`config.mk`:
```
export PLATFORM = sky130hd
export DESIGN_NAME = pipe_stall_ctrl
export DESIGN_NICKNAME = d
export VERILOG_FILES = /design/src/rtl/pipe_ctrl_pkg.sv /design/src/rtl/pipe_stall_ctrl_timer.sv /design/src/rtl/pipe_stall_ctrl.sv
export SDC_FILE = /design/constraint.sdc
export NUM_CORES = 1
export LEC_CHECK = 0
export BUFFER_PORTS_ARGS = -buffer_cell sky130_fd_sc_hd__buf_2
export CORE_ASPECT_RATIO = 0.6
export CORE_MARGIN = 1.5
export CORE_UTILIZATION = 55
export DETAILED_ROUTE_END_ITERATION = 10
export PLACE_DENSITY = 0.76
export SYNTH_ARGS = -nofsm -noshare
export SYNTH_HDL_FRONTEND = slang
export SYNTH_SLANG_ARGS = --single-unit
```
`constraint.sdc`:
```
create_clock -name clk -period 1.9 [get_ports clk]
set_clock_uncertainty 0.05 [all_clocks]
set_input_delay 0.285 -clock clk [delete_from_list [all_inputs] [get_ports clk]]
set_output_delay 0.285 -clock clk [all_outputs]
set_load 0.02 [all_outputs]
```
`src/rtl/pipe_ctrl_pkg.sv`:
```
// -----------------------------------------------------------------------------
// pipe_ctrl_pkg
// Shared definitions for the pipeline hazard/stall controller:
//   - stage index constants for the 6-bit stall vector (PC..WB)
//   - per-cause stall masks
//   - tracker FSM state enums
// -----------------------------------------------------------------------------
package pipe_ctrl_pkg;

  // Bit positions inside the stall vector.
  localparam int STG_PC  = 0;
  localparam int STG_IF  = 1;
  localparam int STG_ID  = 2;
  localparam int STG_EX  = 3;
  localparam int STG_MEM = 4;
  localparam int STG_WB  = 5;

  // A cause holds every stage up to and including the one that owns the hazard;
  // the first clear bit above it turns into a bubble.
  localparam logic [5:0] STALL_MEM_MASK = 6'b011111;
  localparam logic [5:0] STALL_DIV_MASK = 6'b001111;
  localparam logic [5:0] STALL_LU_MASK  = 6'b000111;

  typedef enum logic {
    M_IDLE = 1'b0,
    M_WAIT = 1'b1
  } mem_state_e;

  typedef enum logic {
    D_IDLE = 1'b0,
    D_BUSY = 1'b1
  } div_state_e;

endpackage

```
`src/rtl/pipe_stall_ctrl_timer.sv`:
```
// -----------------------------------------------------------------------------
// stall_timer
// Loadable up/down counter with a terminal-count flag, shared by the MEM
// wait tracker (counts up to the timeout) and the DIV tracker (counts down).
// Ports:
//   clk, rst_n  clock, asynchronous active-low reset (count clears to 0)
//   load        load load_val this cycle (has priority over en)
//   load_val    value to load
//   en          step the counter this cycle
//   up          step direction: 1 = increment, 0 = decrement
//   term_val    value at which term is raised
//   term        count currently equals term_val
// -----------------------------------------------------------------------------
module stall_timer #(
  parameter int W = 8
) (
  input  logic         clk,
  input  logic         rst_n,
  input  logic         load,
  input  logic [W-1:0] load_val,
  input  logic         en,
  input  logic         up,
  input  logic [W-1:0] term_val,
  output logic         term
);

  logic [W-1:0] cnt_q;
  logic [W-1:0] cnt_d;

  // Next count: load wins over stepping.
  always_comb begin
    cnt_d = cnt_q;
    if (load) begin
      cnt_d = load_val;
    end else if (en) begin
      if (up) begin
        cnt_d = cnt_q + W'(1);
      end else begin
        cnt_d = cnt_q - W'(1);
      end
    end else begin
      cnt_d = cnt_q;
    end
  end

  // Count register.
  always_ff @(posedge clk or negedge rst_n) begin
    if (!rst_n) begin
      cnt_q <= '0;
    end else begin
      cnt_q <= cnt_d;
    end
  end

  assign term = (cnt_q == term_val);

endmodule

```
`src/rtl/pipe_stall_ctrl.sv`:
```
// -----------------------------------------------------------------------------
// pipe_stall_ctrl
// Central hazard/stall controller for the 5-stage pipeline. Combines MEM
// wait-state, fixed-latency divide and load-use hazards into one stall vector
// and generates the taken-branch flush.
// Ports:
//   clk, rst_n        clock, asynchronous active-low reset
//   id_load_use       ID consumes rd of a load currently in EX
//   ex_div_start      EX holds a div/rem that has not yet started
//   ex_branch_taken   branch/jump resolved taken in EX
//   mem_req           MEM stage issues a data-memory access
//   dmem_ready        data memory completes the access this cycle
//   stall[5:0]        per-stage hold (0 PC, 1 IF, 2 ID, 3 EX, 4 MEM, 5 WB)
//   flush_ifid        clear IF/ID this cycle
//   flush_idex        clear ID/EX this cycle
//   div_done          one-cycle pulse, divide result valid in EX
//   mem_err           one-cycle pulse, memory access timed out
// Optional feature (macro PIPE_STALL_PERF_CNT_EN):
//   perf_mem_stall, perf_div_stall, perf_lu_stall  32-bit wrapping counters
//   of cycles in which each cause mask is active; cleared only by rst_n.
// -----------------------------------------------------------------------------
module pipe_stall_ctrl
  import pipe_ctrl_pkg::*;
#(
  parameter int DIV_LATENCY = 8,
  parameter int MEM_TIMEOUT = 64
) (
  input  logic        clk,
  input  logic        rst_n,
  input  logic        id_load_use,
  input  logic        ex_div_start,
  input  logic        ex_branch_taken,
  input  logic        mem_req,
  input  logic        dmem_ready,
  output logic [5:0]  stall,
  output logic        flush_ifid,
  output logic        flush_idex,
  output logic        div_done,
  output logic        mem_err
`ifdef PIPE_STALL_PERF_CNT_EN
  ,
  output logic [31:0] perf_mem_stall,
  output logic [31:0] perf_div_stall,
  output logic [31:0] perf_lu_stall
`endif
);

  localparam logic [9:0] WCNT_ONE  = 10'd1;
  localparam logic [9:0] WCNT_TERM = 10'(MEM_TIMEOUT - 1);
  localparam logic [7:0] DCNT_LOAD = 8'(DIV_LATENCY - 1);
  localparam logic [7:0] DCNT_TERM = 8'd1;

  // ---------------------------------------------------------------------------
  // MEM wait tracker
  // ---------------------------------------------------------------------------
  mem_state_e mem_state_q, mem_state_d;
  logic       mem_err_q, mem_err_d;
  logic       mem_mask;
  logic       wcnt_load, wcnt_en, wcnt_term;

  stall_timer #(.W(10)) u_wcnt (
    .clk      (clk),
    .rst_n    (rst_n),
    .load     (wcnt_load),
    .load_val (WCNT_ONE),
    .en       (wcnt_en),
    .up       (1'b1),
    .term_val (WCNT_TERM),
    .term     (wcnt_term)
  );

  // MEM tracker next state. On the mem_err cycle the aborted access is
  // leaving MEM, so a still-high mem_req must not start a fresh wait.
  always_comb begin
    mem_state_d = mem_state_q;
    mem_err_d   = 1'b0;
    mem_mask    = 1'b0;
    wcnt_load   = 1'b0;
    wcnt_en     = 1'b0;
    case (mem_state_q)
      M_IDLE: begin
        if (mem_req && !dmem_ready && !mem_err_q) begin
          mem_mask    = 1'b1;
          wcnt_load   = 1'b1;
          mem_state_d = M_WAIT;
        end else begin
          mem_state_d = M_IDLE;
        end
      end
      M_WAIT: begin
        if (dmem_ready) begin
          mem_state_d = M_IDLE;
        end else if (wcnt_term) begin
          // Last stalled cycle: the abort is reported on the next cycle.
          mem_mask    = 1'b1;
          mem_err_d   = 1'b1;
          mem_state_d = M_IDLE;
        end else begin
          mem_mask    = 1'b1;
          wcnt_en     = 1'b1;
        end
      end
      default: begin
        mem_state_d = M_IDLE;
      end
    endcase
  end

  // MEM tracker state and registered error pulse.
  always_ff @(posedge clk or negedge rst_n) begin
    if (!rst_n) begin
      mem_state_q <= M_IDLE;
      mem_err_q   <= 1'b0;
    end else begin
      mem_state_q <= mem_state_d;
      mem_err_q   <= mem_err_d;
    end
  end

  // ---------------------------------------------------------------------------
  // DIV tracker
  // ---------------------------------------------------------------------------
  div_state_e div_state_q, div_state_d;
  logic       div_done_q, div_done_d;
  logic       div_mask;
  logic       dcnt_load, dcnt_en, dcnt_term;

  stall_timer #(.W(8)) u_dcnt (
    .clk      (clk),
    .rst_n    (rst_n),
    .load     (dcnt_load),
    .load_val (DCNT_LOAD),
    .en       (dcnt_en),
    .up       (1'b0),
    .term_val (DCNT_TERM),
    .term     (dcnt_term)
  );

  // DIV tracker next state. A start is only taken when nothing else holds EX
  // (MEM is the only other cause owning stall[3]) and not on the div_done
  // cycle, where ex_div_start still reflects the finished instruction.
  always_comb begin
    div_state_d = div_state_q;
    div_done_d  = 1'b0;
    div_mask    = 1'b0;
    dcnt_load   = 1'b0;
    dcnt_en     = 1'b0;
    case (div_state_q)
      D_IDLE: begin
        if (ex_div_start && !mem_mask && !div_done_q) begin
          div_mask    = 1'b1;
          dcnt_load   = 1'b1;
          div_state_d = D_BUSY;
        end else begin
          div_state_d = D_IDLE;
        end
      end
      D_BUSY: begin
        // Counts regardless of MEM stalls: the divider runs free once started.
        div_mask = 1'b1;
        dcnt_en  = 1'b1;
        if (dcnt_term) begin
          div_done_d  = 1'b1;
          div_state_d = D_IDLE;
        end else begin
          div_state_d = D_BUSY;
        end
      end
      default: begin
        div_state_d = D_IDLE;
      end
    endcase
  end

  // DIV tracker state and registered done pulse.
  always_ff @(posedge clk or negedge rst_n) begin
    if (!rst_n) begin
      div_state_q <= D_IDLE;
      div_done_q  <= 1'b0;
    end else begin
      div_state_q <= div_state_d;
      div_done_q  <= div_done_d;
    end
  end

  // ---------------------------------------------------------------------------
  // Stall / flush combination
  // ---------------------------------------------------------------------------
  logic [5:0] hold_mask;
  logic       flush;
  logic       lu_mask;

  // Merge causes. Flush discards the younger instructions, so it suppresses
  // the load-use bubble; flush itself is only possible when EX is not held.
  always_comb begin
    hold_mask = 6'b000000;
    if (mem_mask) begin
      hold_mask = hold_mask | STALL_MEM_MASK;
    end else begin
      hold_mask = hold_mask;
    end
    if (div_mask) begin
      hold_mask = hold_mask | STALL_DIV_MASK;
    end else begin
      hold_mask = hold_mask;
    end
    flush   = ex_branch_taken && !hold_mask[STG_EX];
    lu_mask = id_load_use && !mem_mask && !div_mask && !flush;
    if (lu_mask) begin
      stall = hold_mask | STALL_LU_MASK;
    end else begin
      stall = hold_mask;
    end
  end

  assign flush_ifid = flush;
  assign flush_idex = flush;
  assign div_done   = div_done_q;
  assign mem_err    = mem_err_q;

`ifdef PIPE_STALL_PERF_CNT_EN
  // ---------------------------------------------------------------------------
  // Performance counters
  // ---------------------------------------------------------------------------
  logic [31:0] perf_mem_q, perf_mem_d;
  logic [31:0] perf_div_q, perf_div_d;
  logic [31:0] perf_lu_q,  perf_lu_d;

  // Per-cause cycle counts, wrapping naturally at 2^32.
  always_comb begin
    perf_mem_d = perf_mem_q + {31'd0, mem_mask};
    perf_div_d = perf_div_q + {31'd0, div_mask};
    perf_lu_d  = perf_lu_q  + {31'd0, lu_mask};
  end

  // Counter registers, cleared only by the hardware reset.
  always_ff @(posedge clk or negedge rst_n) begin
    if (!rst_n) begin
      perf_mem_q <= 32'd0;
      perf_div_q <= 32'd0;
      perf_lu_q  <= 32'd0;
    end else begin
      perf_mem_q <= perf_mem_d;
      perf_div_q <= perf_div_d;
      perf_lu_q  <= perf_lu_d;
    end
  end

  assign perf_mem_stall = perf_mem_q;
  assign perf_div_stall = perf_div_q;
  assign perf_lu_stall  = perf_lu_q;
`endif

endmodule

```
==> summary.txt <==
Run status
  – Outcome: complete, no violations

Clock tree
  – Clock Sinks: 22
  – Worst skew pair latency: 0.26 ns
  – CTS tree: yes
  – Max clock buf depth: 2
  – Reg clk slew, reported paths: 0.07 ns
  – H-tree levels: 1
  – CTS Buf Count: 3
  – Root Driver: clkbuf_8

Floorplanning
  – # rows: 12
  – Starting Density: 0.619
  – DIE AREA: 2510 µm²
  – Die span in x: 63.7 µm
  – IO Pins: 17
  – Die Ht: 39.4 µm
  – Core area: 1970 µm²

Final layout
  – # nets final: 146
  – Ant. Diodes: 0
  – Fill cell total of the finished layout: 135
  – Fin util: 0.695
  – Fraction of layout cells with a size suffix above 1: 0.246
  – Area Growth Syn to Fin: 12.3%

Setup path
  – Critical path data arrival time: 1.48 ns
  – CP delay by family, top: simple AND/OR/NAND/NOR gates
  – Crit path capture type: output port
  – Critical path launch point type: flip-flop
  – Setup CP Type: flip-flop to output port
  – Buffers & Inverters on Critical Path: 1
  – Crit-path max cell delay: 0.38 ns
  – Critical path, cell by cell: nand2b_4 > a21oi_4 > nor3b_2 > and2_1 > buf_2
  – Worst-path fanout max: 8
  – Critical Path RT: 1.56 ns
  – Slowest CP cell: dfrtp_1
  – R2R Setup Slk: 0.17 ns

Synthesis
  – Synthesis Warnings: 0
  – Prevailing post-synth register cell: dfrtp_1
  – Top-count cell post-synth: dfrtp_1
  – Cells after synthesis: 119
  – Synth area leaders: dfrtp_1 (45%), mux2i_1 (4.9%), nand2_1 (3.7%), o21ai_0 (3.3%), buf_4 (3.1%)
  – Register area share after synthesis: 0.452
  – Post-synth top area share: 0.452
  – Synth Register Bits: 22
  – Cell taking the most area after synthesis: dfrtp_1
  – Syn Nets: 129
  – Asr flop ratio synth: 1.00
  – Most common library cells after synthesis: dfrtp_1 (22), nand2_1 (12), o21ai_0 (8), mux2i_1 (6)
  – Synthesized area: 1220 µm²
  – Synth unique cells: 44
  – Avg Cell Area, Syn: 10.2 µm²
  – EDFF count, synth: 0

Timing
  – Final setup vio count: 0
  – Final Hold Viols: 0
  – F_max: 552 MHz
  – Crit path time final: 1.81 ns
  – Max-slew violations: 0
  – Worst-margin pin slew: 0.556 ns
  – Final setup TNS: 0 ns
  – Min Hold Slack: 0.432 ns
  – Fin crit share: 0.954
  – Slew Limit Headroom: 0.626
  – RSZ-0062 raised after global routing: false

Placement
  – Final GP Congestion: 0.870
  – IO Port Bufs: 15
  – Post-DP HPWL: 1790 µm

Detailed routing
  – M1 WL: 1240 µm
  – Met2 WL: 967 µm
  – TritonRoute pass-1 iters: 4
  – DRC viols: 0
  – Detail Route met3 WL: 167 µm
  – Via density: 5.83
  – Initial DRC count: 83
  – Antenna viol nets, final: 0
  – Routed WL: 2380 µm
  – WL per Instance: 14.7 µm
  – Top routing layer used: met3
  – Total number of vias: 945

GRT
  – Initial antenna violation count: 0
  – Largest net degree at the start of global routing: 23
  – Vias in the first global route: 892
  – Tot GR Track Use: 0.224
  – Global-route wire length before repair: 4070 µm
  – Overflow after GRT: 0

Power
  – IR Drop Worst-Case VDD: 0.000697 V
  – PwrDens: 1080 nW/µm²
  – Leakage: 0.623 nW

Min path
  – Min-delay worst type: input port to flip-flop

Flow run
  – Total of max-cap violations: 0
[logic make-up (layout without fill, tap and decap cells)]
kind of cell / Yosys count / in the layout / synth area share
adder cells (fa/ha/maj): 3 / 3 / 0.0308
AO/OA/AOI/OAI: 25 / 25 / 0.152
AND/OR/NAND/NOR: 48 / 48 / 0.242
multiplexers: 6 / 6 / 0.0493
buffers and inverters: 11 / 26 / 0.0493
other: 1 / 1 / 0.00308
flip-flops: 22 / 22 / 0.452
XOR/XNOR: 3 / 3 / 0.0216
[final cells by class]
cell class                 instances  area (µm²)  area share
clock buffer                       3        41.3      0.0302
inverter                           5        18.8      0.0137
multi-input combinational         86         622       0.455
sequential                        22         551       0.403
tap                               28        35.0      0.0256
timing repair buffer              18         100      0.0732
[registers in the layout (all words and copies together) (netlist names)]
name	flops
mem_err	1
mem_state_q	1
div_done	1
u_dcnt.cnt_q	8
u_wcnt.cnt_q	10
div_state_q	1
[worst paths after layout]
kind | start | cells after the start | endpoint
max | mem_err$_DFF_PN0_ | 5 | flush_idex
min | dmem_ready | 4 | u_wcnt.cnt_q[2]$_DFFE_PN0P_
max reg2reg | u_wcnt.cnt_q[0]$_DFFE_PN0P_ | 5 | u_wcnt.cnt_q[4]$_DFFE_PN0P_
min reg2reg | u_wcnt.cnt_q[0]$_DFFE_PN0P_ | 1 | u_wcnt.cnt_q[0]$_DFFE_PN0P_
max in group asynchronous | rst_n | 2 | u_wcnt.cnt_q[2]$_DFFE_PN0P_
min in group asynchronous | rst_n | 2 | div_state_q$_DFF_PN0_
[per-stage QoR]
step / worst slack (ns) / instances / cell area, µm² / total power [mW]
finish: 0.0871 / 162 / 1370 / 1.48
detailed placement: 0.172 / 158 / 1300 / 1.20
global route: 0.00808 / 162 / 1370 / 1.59
floorplan: 0.0194 / 119 / 1220 / 1.07
global placement: 0.254 / 158 / 1300 / 1.16
CTS: 0.0250 / 162 / 1370 / 1.48
[where the power goes]
group	internal, mW	switching [mW]
logic	0.233	0.263
clock network	0.141	0.132
registers	0.589	0.121
[repair_timing]
action                                  CTS  global route
gates resized for setup                   2             3
endpoints found under the setup margin    5             5
buffers inserted                          0             0
pin swaps                                 0             1
hold endpoints to repair                 22             0
hold buffers                              1             0
[placed cells by master (no fill, tap or decap), types with 2 or more instances in the layout]
| cell type | count |
|---|---|
| buf_4 | 2 |
| nand4_1 | 2 |
| xnor2_1 | 2 |
| o31a_1 | 2 |
| mux2i_1 | 6 |
| nor3_1 | 4 |
| clkbuf_8 | 3 |
| nor2_1 | 5 |
| dfrtp_1 | 22 |
| a31oi_1 | 2 |
| or3_1 | 3 |
| o21ai_0 | 7 |
| and2_1 | 2 |
| a21oi_1 | 5 |
| nand3_1 | 4 |
| nand2_1 | 12 |
| inv_1 | 4 |
| buf_2 | 15 |
| ha_1 | 3 |
[worst register-to-register path: cells and delay by family, from the launching register on]
family          cells  cell delay, ns
fa+ha+maj           1            0.24
flops               1            0.41
simple gates        3            0.53
compound gates      1            0.40
[per-layer routing]
layer,up-vias,track usage
li1,457,-
met1,442,0.306
met2,46,0.363
met3,0,0.0632
met4,0,0.0435
met5,-,0
No activity file was read; power rests on OpenSTA's default activity.
